## src/rtl/uart_axis_fifo.sv

```systemverilog
// UART transceiver with AXI-Stream TX/RX FIFOs. Bit period is 8*prescale clocks.
// Parity generation/checking is built only when UART_AXIS_FIFO_PARITY_EN is defined.
module uart_axis_fifo #(
  parameter int DATA_WIDTH = 8,
  parameter int FIFO_DEPTH = 16,
  parameter int PARITY     = 0,
  parameter int STOP_BITS  = 1
) (
  input  logic                          clk,
  input  logic                          rst,
  input  logic [DATA_WIDTH-1:0]         s_axis_tdata,
  input  logic                          s_axis_tvalid,
  output logic                          s_axis_tready,
  output logic [DATA_WIDTH-1:0]         m_axis_tdata,
  output logic                          m_axis_tvalid,
  input  logic                          m_axis_tready,
  input  logic                          rxd,
  output logic                          txd,
  input  logic [15:0]                   prescale,
  output logic                          tx_busy,
  output logic                          rx_busy,
  output logic [$clog2(FIFO_DEPTH):0]   tx_level,
  output logic [$clog2(FIFO_DEPTH):0]   rx_level,
  output logic                          rx_overrun,
  output logic                          rx_frame_error,
  output logic                          rx_parity_error
);
  localparam int AW = $clog2(FIFO_DEPTH);
  localparam int LW = AW + 1;
  localparam int CW = 19;
  localparam int BW = 4;
  localparam logic [LW-1:0] FULL_LEVEL = FIFO_DEPTH[LW-1:0];
`ifdef UART_AXIS_FIFO_PARITY_EN
  localparam int PAR_MODE = PARITY;
`else
  // PARITY is ignored in this build; the frame never carries a parity bit.
  localparam int PAR_MODE = PARITY * 0;
`endif

  typedef enum logic [2:0] {TX_IDLE, TX_START, TX_DATA, TX_PARITY, TX_STOP} tx_state_t;
  typedef enum logic [2:0] {RX_IDLE, RX_START, RX_DATA, RX_PARITY, RX_STOP, RX_WAIT_HIGH} rx_state_t;

  logic [15:0] ps_eff;
  assign ps_eff = (prescale == 16'd0) ? 16'd1 : prescale;

  // ---------------- TX FIFO ----------------
  logic [DATA_WIDTH-1:0] tx_mem [FIFO_DEPTH];
  logic [AW-1:0]         tx_wr_ptr, tx_rd_ptr;
  logic                  tx_push, tx_pop, tx_empty, tx_full;

  assign tx_empty      = (tx_level == '0);
  assign tx_full       = (tx_level == FULL_LEVEL);
  assign s_axis_tready = !rst && !tx_full;
  assign tx_push       = s_axis_tvalid && s_axis_tready;

  // NOTE: sequential state uses non-blocking assignments so every register sees pre-edge values.
  always_ff @(posedge clk or posedge rst) begin
    if (rst) begin
      tx_wr_ptr <= '0;
      tx_rd_ptr <= '0;
      tx_level  <= '0;
    end else begin
      if (tx_push) tx_wr_ptr <= tx_wr_ptr + AW'(1);
      if (tx_pop)  tx_rd_ptr <= tx_rd_ptr + AW'(1);
      if (tx_push && !tx_pop)      tx_level <= tx_level + LW'(1);
      else if (tx_pop && !tx_push) tx_level <= tx_level - LW'(1);
    end
  end

  // NOTE: storage is not reset; the pointers and level alone define which entries are valid.
  always_ff @(posedge clk) begin
    if (tx_push) tx_mem[tx_wr_ptr] <= s_axis_tdata;
  end

  // ---------------- TX FSM ----------------
  tx_state_t             tx_state, tx_state_d;
  logic [CW-1:0]         tx_cnt;
  logic [BW-1:0]         tx_bit_idx;
  logic [DATA_WIDTH-1:0] tx_shift, tx_head;
  logic [15:0]           tx_ps;
  logic                  tx_par, tx_bit_end, tx_last_data, tx_last_stop;

  assign tx_head      = tx_mem[tx_rd_ptr];
  assign tx_bit_end   = (tx_cnt == {tx_ps, 3'b000} - CW'(1));
  assign tx_last_data = (tx_bit_idx == BW'(DATA_WIDTH - 1));
  assign tx_last_stop = (tx_bit_idx == BW'(STOP_BITS - 1));
  assign tx_busy      = (tx_state != TX_IDLE) || !tx_empty;

  always_ff @(posedge clk or posedge rst) begin
    if (rst) tx_state <= TX_IDLE;
    else     tx_state <= tx_state_d;
  end

  always_comb begin
    tx_state_d = tx_state;
    case (tx_state)
      TX_IDLE:   if (!tx_empty) tx_state_d = TX_START;
      TX_START:  if (tx_bit_end) tx_state_d = TX_DATA;
      TX_DATA:   if (tx_bit_end && tx_last_data) tx_state_d = (PAR_MODE != 0) ? TX_PARITY : TX_STOP;
      TX_PARITY: if (tx_bit_end) tx_state_d = TX_STOP;
      TX_STOP:   if (tx_bit_end && tx_last_stop) tx_state_d = tx_empty ? TX_IDLE : TX_START;
      default:   tx_state_d = TX_IDLE;
    endcase
  end

  // NOTE: every output gets a default first so no path through the case infers a latch.
  always_comb begin
    tx_pop = 1'b0;
    txd    = 1'b1;
    case (tx_state)
      TX_IDLE:   tx_pop = !tx_empty;
      TX_START:  txd = 1'b0;
      TX_DATA:   txd = tx_shift[0];
      TX_PARITY: txd = tx_par;
      TX_STOP:   tx_pop = tx_bit_end && tx_last_stop && !tx_empty;
      default:   ;
    endcase
  end

  // A pop starts a frame: load the byte and freeze the bit period for its duration.
  always_ff @(posedge clk or posedge rst) begin
    if (rst) begin
      tx_shift   <= '0;
      tx_par     <= 1'b0;
      tx_ps      <= 16'd1;
      tx_cnt     <= '0;
      tx_bit_idx <= '0;
    end else if (tx_pop) begin
      tx_shift   <= tx_head;
      tx_par     <= (PAR_MODE == 1) ? ~^tx_head : ^tx_head;
      tx_ps      <= ps_eff;
      tx_cnt     <= '0;
      tx_bit_idx <= '0;
    end else if (tx_state != TX_IDLE) begin
      if (tx_bit_end) begin
        tx_cnt <= '0;
        if (tx_state == TX_DATA) begin
          tx_shift   <= tx_shift >> 1;
          tx_bit_idx <= tx_last_data ? '0 : tx_bit_idx + BW'(1);
        end else if (tx_state == TX_STOP) begin
          tx_bit_idx <= tx_bit_idx + BW'(1);
        end
      end else begin
        tx_cnt <= tx_cnt + CW'(1);
      end
    end
  end

  // ---------------- RX FSM ----------------
  rx_state_t             rx_state, rx_state_d;
  logic [1:0]            rx_sync;
  logic                  rx_prev, rxd_s, rx_fall;
  logic [CW-1:0]         rx_cnt;
  logic [BW-1:0]         rx_bit_idx;
  logic [DATA_WIDTH-1:0] rx_shift;
  logic [15:0]           rx_ps;
  logic                  rx_par_bit, rx_par_exp, rx_half_end, rx_bit_end, rx_last_data;
  logic                  rx_push_req, rx_pop, rx_empty, rx_full;

  assign rxd_s        = rx_sync[1];
  assign rx_fall      = rx_prev && !rxd_s;
  assign rx_half_end  = (rx_cnt == {1'b0, rx_ps, 2'b00} - CW'(1));
  assign rx_bit_end   = (rx_cnt == {rx_ps, 3'b000} - CW'(1));
  assign rx_last_data = (rx_bit_idx == BW'(DATA_WIDTH - 1));
  assign rx_par_exp   = (PAR_MODE == 1) ? ~^rx_shift : ^rx_shift;
  assign rx_busy      = (rx_state != RX_IDLE);

  always_ff @(posedge clk or posedge rst) begin
    if (rst) begin
      rx_sync  <= 2'b11;
      rx_prev  <= 1'b1;
      rx_state <= RX_IDLE;
    end else begin
      rx_sync  <= {rx_sync[0], rxd};
      rx_prev  <= rxd_s;
      rx_state <= rx_state_d;
    end
  end

  always_comb begin
    rx_state_d = rx_state;
    case (rx_state)
      RX_IDLE:      if (rx_fall) rx_state_d = RX_START;
      RX_START:     if (rx_half_end) rx_state_d = rxd_s ? RX_IDLE : RX_DATA;
      RX_DATA:      if (rx_bit_end && rx_last_data) rx_state_d = (PAR_MODE != 0) ? RX_PARITY : RX_STOP;
      RX_PARITY:    if (rx_bit_end) rx_state_d = RX_STOP;
      RX_STOP:      if (rx_bit_end) rx_state_d = rxd_s ? RX_IDLE : RX_WAIT_HIGH;
      RX_WAIT_HIGH: if (rxd_s) rx_state_d = RX_IDLE;
      default:      rx_state_d = RX_IDLE;
    endcase
  end

  always_comb begin
    rx_push_req    = 1'b0;
    rx_frame_error = 1'b0;
    if (rx_state == RX_STOP && rx_bit_end) begin
      rx_push_req    = rxd_s;
      rx_frame_error = !rxd_s;
    end
  end

  assign rx_parity_error = (PAR_MODE != 0) && rx_push_req && (rx_par_bit != rx_par_exp);

  always_ff @(posedge clk or posedge rst) begin
    if (rst) begin
      rx_cnt     <= '0;
      rx_bit_idx <= '0;
      rx_shift   <= '0;
      rx_ps      <= 16'd1;
      rx_par_bit <= 1'b0;
    end else if (rx_state == RX_IDLE) begin
      rx_cnt     <= '0;
      rx_bit_idx <= '0;
      if (rx_fall) rx_ps <= ps_eff;
    end else if (rx_state != RX_WAIT_HIGH) begin
      if ((rx_state == RX_START) ? rx_half_end : rx_bit_end) begin
        rx_cnt <= '0;
        if (rx_state == RX_DATA) begin
          rx_shift   <= {rxd_s, rx_shift[DATA_WIDTH-1:1]};
          rx_bit_idx <= rx_bit_idx + BW'(1);
        end
        if (rx_state == RX_PARITY) rx_par_bit <= rxd_s;
      end else begin
        rx_cnt <= rx_cnt + CW'(1);
      end
    end
  end

  // ---------------- RX FIFO ----------------
  logic [DATA_WIDTH-1:0] rx_mem [FIFO_DEPTH];
  logic [AW-1:0]         rx_wr_ptr, rx_rd_ptr;
  logic                  rx_wr_en;

  assign rx_empty      = (rx_level == '0);
  assign rx_full       = (rx_level == FULL_LEVEL);
  assign m_axis_tvalid = !rx_empty;
  assign m_axis_tdata  = rx_mem[rx_rd_ptr];
  assign rx_pop        = m_axis_tvalid && m_axis_tready;
  assign rx_wr_en      = rx_push_req && (!rx_full || rx_pop);
  assign rx_overrun    = rx_push_req && rx_full && !rx_pop;

  always_ff @(posedge clk or posedge rst) begin
    if (rst) begin
      rx_wr_ptr <= '0;
      rx_rd_ptr <= '0;
      rx_level  <= '0;
    end else begin
      if (rx_wr_en) rx_wr_ptr <= rx_wr_ptr + AW'(1);
      if (rx_pop)   rx_rd_ptr <= rx_rd_ptr + AW'(1);
      if (rx_wr_en && !rx_pop)      rx_level <= rx_level + LW'(1);
      else if (rx_pop && !rx_wr_en) rx_level <= rx_level - LW'(1);
    end
  end

  always_ff @(posedge clk) begin
    if (rx_wr_en) rx_mem[rx_wr_ptr] <= rx_shift;
  end

endmodule

```

## config.mk

```make
export PLATFORM = sky130hd
export DESIGN_NAME = uart_axis_fifo
export DESIGN_NICKNAME = d
export VERILOG_FILES = /design/src/rtl/uart_axis_fifo.sv
export SDC_FILE = /design/constraint.sdc
export NUM_CORES = 1
export LEC_CHECK = 0
export CAP_MARGIN = 20
export CORE_ASPECT_RATIO = 1.5
export CORE_UTILIZATION = 67
export DETAILED_ROUTE_END_ITERATION = 8
export HOLD_SLACK_MARGIN = 0.06
export PLACE_DENSITY_LB_ADDON = 0.15
export SLEW_MARGIN = 20
export SYNTH_ARGS = -nofsm -noshare
export SYNTH_HDL_FRONTEND = slang
export SYNTH_SLANG_ARGS = --single-unit
```

## constraint.sdc

```tcl
create_clock -name clk -period 12.2 [get_ports clk]
set_clock_uncertainty 0.1 [all_clocks]
set_input_delay 3.05 -clock clk [delete_from_list [all_inputs] [get_ports clk]]
set_output_delay 3.05 -clock clk [all_outputs]
set_load 0.05 [all_outputs]
```

* Word level (Yosys, flattened, before mapping)
Memory sizes are Yosys's and may differ from the RTL's.
Index checks and enable logic that the tools add are counted.
** Word-level totals
- Register bits after elaboration :: 130
- RAM bits :: 256
- Output and inout bits :: 26
- Word-level logic and storage cells :: 168
- Memories kept :: 2
** Memory list
- rx_mem :: words 16, width 8, rd ports 1, clocked after memory_dff 0, write ports 1, line 230 : logic [DATA_WIDTH-1:0] rx_mem [FIFO_DEPTH];
- tx_mem :: words 16, width 8, rd ports 1, clocked after memory_dff 0, write ports 1, line 47 : logic [DATA_WIDTH-1:0] tx_mem [FIFO_DEPTH];
** Operators by class
- Add/subtract/negate cells :: 15
- Eq/ne operators :: 28
- Mux-type cells :: 50
- Bitwise logic cells :: 1
- Reductions and logical operators :: 53
** Operator list (count)
- 19-bit two-way mux :: 6
- 19-bit == test :: 3
- 4-bit two-way mux :: 10
- 19-bit by 1-bit adder with 19-bit output (second input constant) :: 2
- 19-bit by 1-bit subtractor with 19-bit output (second input constant) :: 2
- 3-bit two-way mux :: 12
- 8-bit two-way mux :: 4
- 4-bit by 1-bit adder with 4-bit output (second input constant) :: 6
- 2-bit inequality test (second input constant) :: 11
- 5-bit two-way mux :: 4
- 18-bit by 1-bit subtractor with 19-bit output (second input constant) :: 1
- 3-bit case mux with 6 select lines :: 1
- 1-bit logical AND :: 16
- 16-bit zero test :: 1
- 16-bit two-way mux :: 1
- 2-bit nonzero test :: 8
- 3-bit case mux with 5 select lines :: 1
- 3-bit by 2-bit == test with 1-bit output (second input constant) :: 4
- 5-bit by 1-bit adder with 5-bit output (second input constant) :: 2
- 5-bit == test (second input constant) :: 2
- 1-bit zero test :: 10
- 5-bit zero test :: 2
- 5-bit by 1-bit subtractor with 5-bit output (second input constant) :: 2
- 3-bit == test (second input constant) :: 3
- 18 further kinds :: 33

* Longest topological paths before layout
Gate-level depths: netlist of the first run.
- Word-level depth :: 9
- Depth in mapped cells :: 20
- Gate-level depth less buffers :: 17

* Worst setup path after synthesis of the first run
No wires, ideal clock.
- Path type :: in2out
- Start :: in m_axis_tready
- End :: out rx_overrun
- Arrival time :: 5.096 ns
- Slack :: 3.954 ns
- Stages :: 4
- Cell sequence :: or3b_2 > inv_1 > nand2_1 > nor4_1
** On the way
- Word-level cells in the longest chain between the ends :: 3
** Ends and longest elaborated chain
- start, declared :: line 16 : input logic m_axis_tready,
- 1-bit logical AND :: line 238 : assign rx_pop = m_axis_tvalid && m_axis_tready;
- 1-bit zero test :: line 240 : assign rx_overrun = rx_push_req && rx_full && !rx_pop;
- 1-bit logical AND :: line 240
- end, declared :: line 24 : output logic rx_overrun,
No other way between the ends.

* Final worst setup path of the first run
Same ends and word-level chain as after synthesis.

==> qor.yml, run 1 <==
clock_tree:
  clk_pin_slew_ns: 0.07
  cts_buffer_depth: 3
  cts-resized-gates: 0
  cts_tree: "done"
  cts_hold_buffers: 0
  cts_buffers: 36
  clk_latency_ns: 0.54
  cts_sinks: 386
  clockRootBuffer: "clkbuf_16"
  ctsHtreeMaxLevel: 2
  postCtsSetupBuffers: 0
flow_run:
  maxCapViolCount: 0
setup_path:
  cp_slowest_cell: "clkdlybuf4s50_1"
  max_stage_delay_ns: 0.85
  required_ns: 9.05
  ff2ff_path_depth: 17
  cp.arrival_ns: 5.26
  crit_path_start_kind: "input port"
  r2r_end: "rx_level[4]"
  worstSetupPathType: "input port to output pin"
  end_kind: "output pin"
  reg2reg_setup_slack_ns: 6.60
  endpoint: "rx_overrun"
  critPathMostFrequentCell: "clkdlybuf4s50_1"
  critPathLaunch: "m_axis_tready"
  worstPathCellList: "clkdlybuf4s50_1 -> or3b_2 -> inv_1 -> nand2_1 -> nor4_1 -> clkdlybuf4s50_1"
  reg2reg_from: "rx_ps[1]"
  crit_fanout: 2
floorplan:
  die_area_sq_um: 28430
  rows: 74
  ios: 55
  die_w_microns: 138
  die_y_microns: 206.0
  initial_utilization: 0.6829
  core_area_sq_um: 27220
synthesis:
  synth_top_area_share: 0.4135
  syn_inst: 1380
  avgSynthCellArea_sq_um: 13.47
  ys_seq_area_frac: 0.5889
  synth_flop_cell: "edfxtp_1"
  syn_area_sq_um: 18590
  synthTopCellsByArea: "edfxtp_1 41%, dfrtp_1 17%, mux4_2 6.8%"
  synth_cell_type_count: 87
  synth_edf_count: 256
  ys_seq_elements: 386
  yosys_warnings: 0
  async_flop_share: 0.3368
  yosysTopAreaCell: "edfxtp_1"
  synthTopCellsByCount: "256 x edfxtp_1, 125 x dfrtp_1, 123 x nand2_1"
  syn_nets: 1436
  synth_most_common_cell: "edfxtp_1"
sta:
  final-hold-violation-count: 0
  fin_tns_setup_ns: 0
  period_share: 0.6893
  relSlewSlack: 0.2266
  worstMarginPinSlew_ns: 1.151
  fmax_ghz: 0.1189
  drv_slew: 0
  setup_viol: 0
  period_needed_ns: 8.409
  rsz0062_at_grt: "no"
power:
  p_leak_nw: 8.018
  seqPwrFrac: 0.490
  power-per-cell-area_nw_per_um2: 166.9
  switching_share: 0.2894
  combPwrFrac: 0.188
  power.total_mw: 3.406
  internal_power_mw: 2.420
  p_switching_mw: 0.9857
  clkPwrFrac: 0.322
  peakVddDrop_mv: 0.1549
global_route:
  grt_max_degree: 80
  antenna_found_initial: 1
  grt_pass1_vias: 11570
  grtUsageTotal: 0.2909
  grt_pass1_wl_mm: 62.91
  grt_overflow: 0
place:
  dp.cells: 1694
  hpwl_mm: 28.37
  gp_congestion: 0.8828
  portBuffers: 53
cells_and_area:
  stdcell_count: 1758
  drive_gt1_frac: 0.1314
  nets: 1446
  diodes: 0
  area_growth_pct: 9.773
routing:
  drt-total-wl_mm: 40.44
  drt_iter0_drc: 651
  dr.pass1.iters: 5
  drc: 0
  routed-via-count: 11430
  ant_nets: 0
  avgViaCountPerCell: 6.504
  wl_per_cell_microns: 23.00
worst_hold_path:
  hold_class: "flip-flop to flip-flop"
status:
  outcome: "finished, final reports clean"
[how the worst min path moves through the flow]
stage	from	endpoint	slack, ns	depth (start not counted)
after CTS	rx_sync[0]	rx_sync[1]	0.26	0
after global placement	rx_sync[0]	rx_sync[1]	0.25	0
after detailed placement	rx_sync[0]	rx_sync[1]	0.25	0
after global routing	rx_sync[0]	rx_sync[1]	0.26	0
final	rx_sync[0]	rx_sync[1]	0.26	0
after floorplan	rx_sync[0]	rx_sync[1]	0.25	0
[power by group through the flow]
stage	Combinational, mW	Sequential (mW)	Clock (mW)
after CTS	0.643	1.67	1.11
after global placement	0.622	1.68	0
after floorplan	0.539	1.62	0
after detailed placement	0.636	1.69	0
final	0.640	1.67	1.10
after global routing	0.694	1.68	1.15
[critical path, delay by kind of cell]
family                 cells  cell delay (ns)
buffers and inverters      3             1.38
and+or+nand+nor            3             0.83
[stage by stage]
stage | instance area, sq um | hold slack, ns | utilization | setup slack, ns
5_1_grt | 20410 | 0.2597 | 0.7496 | 3.670
4_1_cts | 20400 | 0.2577 | 0.7494 | 3.771
3_3_place_gp | 19260 | 0.2458 | 0.7075 | 3.762
6_report | 20410 | 0.2573 | 0.7496 | 3.791
2_1_floorplan | 18590 | 0.2452 | - | 3.954
3_5_place_dp | 19270 | 0.2478 | 0.7078 | 3.777
[logic make-up after synthesis]
logic type,synth area share
AND/OR/NAND/NOR,0.1195
flip-flops,0.5889
XOR/XNOR,0.05627
buffers and inverters,0.02820
other,0.0002017
AO/OA/AOI/OAI,0.08313
multiplexers,0.1048
adder cells (fa/ha/maj),0.01898
[placed cells by master (no fill, tap or decap), drive strengths merged, types with 29 or more instances in the layout]
| cell type | n |
|---|---|
| edfxtp | 256 |
| nor2 | 62 |
| clkdlybuf4s50 | 53 |
| nand3 | 31 |
| nand2 | 123 |
| clkbuf | 47 |
| dfrtp | 125 |
| o21ai | 42 |
| mux4 | 56 |
| mux2 | 29 |
| mux2i | 36 |
| inv | 41 |
| nor3 | 30 |
| xnor2 | 66 |
[area by class of cell]
type	count	area (sq um)
clock buffer	47	973.4
timing repair buffer	63	605.6
tap	342	427.9
multi-input combinational	863	7134
clock inverter	17	160.2
fill	1726	6815
inverter	40	155.1
sequential	386	10950
[routing by layer]
metal / wire [microns] / vias to the layer above / GRT usage
met1: 13770 / 5763 / 0.2944
met5: 0 / - / 0
met2: 22820 / 316 / 0.5720
met4: 2262 / 0 / 0.1613
met3: 1585 / 99 / 0.03614
li1: - / 5256 / -
[sequential cells by signal (all words and copies together) (netlist names), 8 cells and up]
| name | flops |
|---|---|
| tx_mem | 128 |
| tx_cnt | 19 |
| tx_shift | 8 |
| rx_ps | 16 |
| rx_shift | 8 |
| rx_mem | 128 |
| tx_ps | 16 |
| rx_cnt | 19 |
Power figures use the tool's default switching activity.
==> inputs of run 2 (changes only) <==
--- a/config.mk
+++ b/config.mk
@@ -7,7 +7,7 @@
 export LEC_CHECK = 0
 export CAP_MARGIN = 20
 export CORE_ASPECT_RATIO = 1.5
-export CORE_UTILIZATION = 67
+export CORE_UTILIZATION = 62
 export DETAILED_ROUTE_END_ITERATION = 8
 export HOLD_SLACK_MARGIN = 0.06
 export PLACE_DENSITY_LB_ADDON = 0.15
==> constraint.sdc (replaced) <==
create_clock -name clk -period 8.8 [get_ports clk]
set_clock_uncertainty 0.1 [all_clocks]
set_input_delay 2.2 -clock clk [delete_from_list [all_inputs] [get_ports clk]]
set_output_delay 2.2 -clock clk [all_outputs]
set_load 0.05 [all_outputs]
==> run 2 against run 1 <==
Compared with the run above:
- combinational power up 38%
- highest routed layer is now met5
- routed wire length up 2.4%
- register-to-register slack worse by 3.4 ns
- core utilization down 5.5 points
- sequential cell count unchanged
- critical path depth up 4
- first-iteration DRC count down 3.4%
- via count down 0.94%
- sequential share of layout area down 0.20 points
==> qor.yml, run 2 (same netlist as run 1, synthesis figures left out) <==
setup_path:
  cp_slowest_cell: "clkdlybuf4s50_1"
  path_buf_inv: 2
  crit_fanout: 9
  end_kind: "output pin"
  worstSetupPathType: "flip-flop to output pin"
  cp.arrival_ns: 4.64
  max_stage_delay_ns: 0.85
  crit_path_start_kind: "flip-flop"
  worstPathCellList: "inv_1 -> ha_1 -> nor3b_2 -> nand3_1 -> xor2_1 -> xor2_1 -> o2111ai_4 -> or4_4 -> nor4_1 -> clkdlybuf4s50_1"
  required_ns: 6.50
  path_delay_family: "simple AND/OR/NAND/NOR gates"
  critPathMostFrequentCell: "xor2_1"
place:
  place_ws_ns: 2.079
  hpwl_mm: 29.13
  gp_congestion: 0.8814
  portBuffers: 53
floorplan:
  core_area_sq_um: 29480
  initial_utilization: 0.6305
  die_w_microns: 143.4
  ios: 55
  rows: 77
  die_area_sq_um: 30690
  die_y_microns: 214.1
clock_tree:
  cts_hold_buffers: 0
  cts_buffer_depth: 3
  cts_buffers: 36
  cts_sinks: 386
  clk_pin_slew_ns: 0.07
  ctsHtreeMaxLevel: 2
  postCtsSetupBuffers: 0
  clk_latency_ns: 0.54
  cts_tree: "done"
  cts-resized-gates: 0
  clockRootBuffer: "clkbuf_16"
cells_and_area:
  layout_common_cells: "256 x edfxtp_1, 123 x nand2_1, 123 x dfrtp_1"
  post-route-util: 0.6948
  area_growth_pct: 10.18
  drive_gt1_frac: 0.1327
  nets: 1446
  top_regs: "rx_mem x128, tx_mem x128"
  final_common_cell: "edfxtp_1"
routing:
  routed-via-count: 11330
  ant_nets: 0
  drc: 0
  dr.pass1.iters: 4
  drt-total-wl_mm: 41.42
  wl_per_cell_microns: 22.84
  drt_iter0_drc: 629
  avgViaCountPerCell: 6.247
sta:
  final-hold-violation-count: 0
  period_share: 0.7891
  relSlewSlack: 0.2383
  setup_viol: 0
  period_needed_ns: 6.944
  worstMarginPinSlew_ns: 1.134
  rsz0062_at_grt: "no"
  fin_tns_setup_ns: 0
  fmax_ghz: 0.1440
  drv_slew: 0
  worst_slack_ns: 1.856
global_route:
  grt_max_degree: 82
  grt_pass1_vias: 11650
  antenna_found_initial: 4
  grtUsageTotal: 0.2829
  grt_pass1_wl_mm: 65.00
  grt_overflow: 0
power:
  power.total_mw: 4.724
  p_leak_nw: 8.007
  peakVddDrop_mv: 0.1922
  power-per-cell-area_nw_per_um2: 230.6
status:
  outcome: "finished, final reports clean"
worst_hold_path:
  hold_class: "flip-flop to flip-flop"
flow_run:
  maxCapViolCount: 0
## run 2: changes by cell type in the layout (fill, tap and decap cells not counted), sizes merged
| cell | delta |
|---|---|
| diode | +1 |
| clkinv | -2 |
| inv | +2 |
| clkbuf | -4 |
| clkinvlp | +5 |
## run 2: worst reg2reg max path, delay by kind of cell, from the launching register on
family / cells / cell delay [ns]
buf+inv: 2 / 0.20
flops: 1 / 0.48
compound gates: 3 / 0.61
fa+ha+maj: 3 / 1.09
simple gates: 5 / 2.12
xor+xnor: 4 / 0.85
## run 2: cell type report
cell class,instances,area [sq um]
diodes,1,2.502
clock buffers,43,958.4
clock inverters,22,178.9
fillers,2081,8999
inverters,40,155.1
multi-input cells,863,7134
flip-flops and latches,386,10950
well taps,395,494.2
repair buffers,63,609.3
## run 2: path summary, 6_finish.rpt
check	depth (start not counted)	from	slack, ns	endpoint
worst max-delay path	10	rx_ps[1]	1.86	rx_overrun
worst min-delay path	0	rx_sync[0]	0.26	rx_sync[1]
worst max register to register	17	rx_ps[1]	3.23	rx_level[4]
worst min register to register	0	rx_sync[0]	0.26	rx_sync[1]
max in group asynchronous	3	rst	5.46	rx_rd_ptr[0]
min in group asynchronous	2	rst	2.01	rx_cnt[5]
## run 2: routing by layer
metal,vias up,part of all wire,GRT usage
met5,-,0.00097,0
li1,5265,-,-
met2,266,0.58,0.5495
met1,5690,0.33,0.2860
met4,6,0.047,0.1316
met3,99,0.042,0.04422
## run 2: metrics by stage
stage                     instances  area, sq um  hold WS, ns
after detailed placement       1747        19330       0.2550
after floorplan                1380        18590       0.2452
after global placement         1747        19330       0.2462
final                          1813        20480       0.2638
after CTS                      1812        20470       0.2642
after global routing           1812        20480       0.2664
## run 2: power by group
group	leakage (nW)	switching [mW]	internal, mW
Sequential	4.30	0.239	2.08
Clock	0.545	0.679	0.845
Combinational	3.16	0.456	0.429
==> inputs of run 3 (changes only) <==
--- a/config.mk
+++ b/config.mk
@@ -7,7 +7,7 @@
 export LEC_CHECK = 0
 export CAP_MARGIN = 20
 export CORE_ASPECT_RATIO = 1.5
-export CORE_UTILIZATION = 62
+export CORE_UTILIZATION = 56
 export DETAILED_ROUTE_END_ITERATION = 8
 export HOLD_SLACK_MARGIN = 0.06
 export PLACE_DENSITY_LB_ADDON = 0.15
==> constraint.sdc (replaced) <==
create_clock -name clk -period 6 [get_ports clk]
set_clock_uncertainty 0.1 [all_clocks]
set_input_delay 1.5 -clock clk [delete_from_list [all_inputs] [get_ports clk]]
set_output_delay 1.5 -clock clk [all_outputs]
set_load 0.05 [all_outputs]
==> run 3 against run 2 <==
Compared with the run above:
- setup slack got worse by 1.5 ns
- cell count rose by 1.5%
- global-route usage fell by 3.4 points
- sequential power rose by 47%
- core utilization decreased by 6.3 points
- sequential cell count unchanged
- register-to-register slack got worse by 2.4 ns
- sequential share of layout area is 0.36 points lower
- via count down 1.2%
- clock-buffer cell count up 3
- power rose by 50%
- critical endpoint is now rx_frame_error
- highest routed layer unchanged
==> qor.yml, run 3 (same netlist as run 1, synthesis figures left out) <==
clock_tree:
  cts_tree: "done"
  clk_pin_slew_ns: 0.07
  cts_buffers: 37
  ctsHtreeMaxLevel: 2
  cts_buffer_depth: 3
  cts_sinks: 386
  postCtsSetupBuffers: 0
  clk_latency_ns: 0.55
  clockRootBuffer: "clkbuf_16"
floorplan:
  die_w_microns: 150.8
  ios: 55
  rows: 81
  initial_utilization: 0.5696
  core_area_sq_um: 32630
  die_y_microns: 225.1
  die_area_sq_um: 33940
power:
  power.total_mw: 7.098
  peakVddDrop_mv: 0.3103
  power-per-cell-area_nw_per_um2: 344.1
  p_leak_nw: 8.081
routing:
  drt-total-wl_mm: 40.47
  drt_iter0_drc: 493
  dr.pass1.iters: 5
  avgViaCountPerCell: 6.083
  ant_nets: 0
  routed-via-count: 11190
  drc: 0
  wl_per_cell_microns: 22.00
sta:
  period_share: 0.9418
  fmax_ghz: 0.1770
  worstMarginPinSlew_ns: 1.094
  fin_tns_setup_ns: 0
  setup_viol: 0
  relSlewSlack: 0.2654
  drv_slew: 0
  final-hold-violation-count: 0
  whs_ns: 0.2569
  period_needed_ns: 5.651
  rsz0062_at_grt: "no"
place:
  dp.cells: 1769
  portBuffers: 53
  hpwl_mm: 29.30
  gp_congestion: 0.8753
setup_path:
  crit_fanout: 9
  cp.arrival_ns: 4.05
  path_delay_family: "simple AND/OR/NAND/NOR gates"
  path_buf_inv: 2
  r2r_end: "rx_level[4]"
  end_kind: "output pin"
  ff2ff_path_depth: 17
  worstSetupPathType: "flip-flop to output pin"
  required_ns: 4.40
  reg2reg_setup_slack_ns: 0.86
  worstPathCellList: "inv_1 -> ha_1 -> nor3b_2 -> nand3_1 -> mux2i_1 -> a211o_1 -> or4b_1 -> or4_4 -> nor4_1 -> clkbuf_2"
  crit_path_start_kind: "flip-flop"
  cp_slowest_cell: "or4b_1"
  reg2reg_from: "rx_ps[1]"
  max_stage_delay_ns: 0.53
global_route:
  grt_pass1_vias: 11420
  grt_max_degree: 97
  grt_overflow: 0
  grtUsageTotal: 0.2492
  grt_pass1_wl_mm: 63.17
  antenna_found_initial: 5
cells_and_area:
  final_common_cell: "edfxtp_1"
  top_regs: "rx_mem x128, tx_mem x128"
  fillers: 2463
  stdcell_count: 1840
  drive_gt1_frac: 0.1385
  nets: 1449
  area_growth_pct: 10.97
  layout_common_cells: "256 x edfxtp_1, 123 x nand2_1, 122 x dfrtp_1"
  post-route-util: 0.6321
worst_hold_path:
  hold_end: "rx_sync[1]"
  hold_class: "flip-flop to flip-flop"
  hold_path_depth: 0
  holdCritStartpoint: "rx_sync[0]"
status:
  outcome: "finished, final reports clean"
flow_run:
  maxCapViolCount: 0
## run 3: how the worst max path moves through the flow
stage	start	slack, ns	end	cells past startpoint
finish	rx_ps[1]	0.35	rx_frame_error	10
global route	rx_ps[1]	0.13	rx_overrun	10
CTS	rx_ps[1]	0.1	rx_frame_error	10
detailed placement	rx_ps[1]	0.39	rx_frame_error	10
global placement	rx_ps[1]	0.44	rx_frame_error	10
floorplan	rx_ps[0]	0.16	rx_overrun	10
## run 3: metal layers
| layer | global-route usage | routed length (microns) |
|---|---|---|
| met1 | 0.2512 | 14000 |
| met2 | 0.4854 | 23090 |
| met3 | 0.04008 | 1480 |
| met4 | 0.1161 | 1885 |
| met5 | 0 | 10 |
## run 3: area by class of cell
type	instances	area [sq um]	area share
timing repair buffer	65	613.1	0.02972
multi-input combinational	863	7139	0.3461
clock buffer	46	989.7	0.04798
tap	415	519.2	0.02517
inverter	40	155.1	0.007521
sequential	386	10950	0.5310
antenna	3	7.507	0.0003639
clock inverter	22	251.5	0.01219
## run 3: repair_timing
item | CTS | global route
gates resized for setup | 1 | 3
hold buffers | 0 | 0
hold endpoints to repair | 0 | 0
endpoints found under the setup margin | 1 | 1
## run 3: through the flow
| stage | instance area [sq um] | worst slack (ns) |
|---|---|---|
| 3_5_place_dp | 19380 | 0.3929 |
| 6_report | 20630 | 0.3492 |
| 5_1_grt | 20620 | 0.1279 |
| 2_1_floorplan | 18590 | 0.1575 |
| 4_1_cts | 20620 | 0.09835 |
| 3_3_place_gp | 19360 | 0.4387 |
## run 3: power breakdown
group	internal [mW]	total [mW]	switching [mW]
Clock	1.37	2.41	1.05
Combinational	0.628	1.27	0.645
Sequential	3.05	3.41	0.365
Total	5.04	7.10	2.05
## run 3: worst register-to-register path: stages (launching register included)
cell and delay (ns):
dfrtp_1 0.47, inv_1 0.09, ha_1 0.35, nor3b_2 0.39, nand3_1 0.14, mux2i_1 0.19
a211o_1 0.25, or4b_1 0.53, or4_4 0.50, nor4_4 0.52, ha_1 0.28, inv_1 0.10
fa_1 0.42, a21o_1 0.18, a21oi_1 0.17, xnor2_1 0.14, nor2_1 0.06, xor2_1 0.14
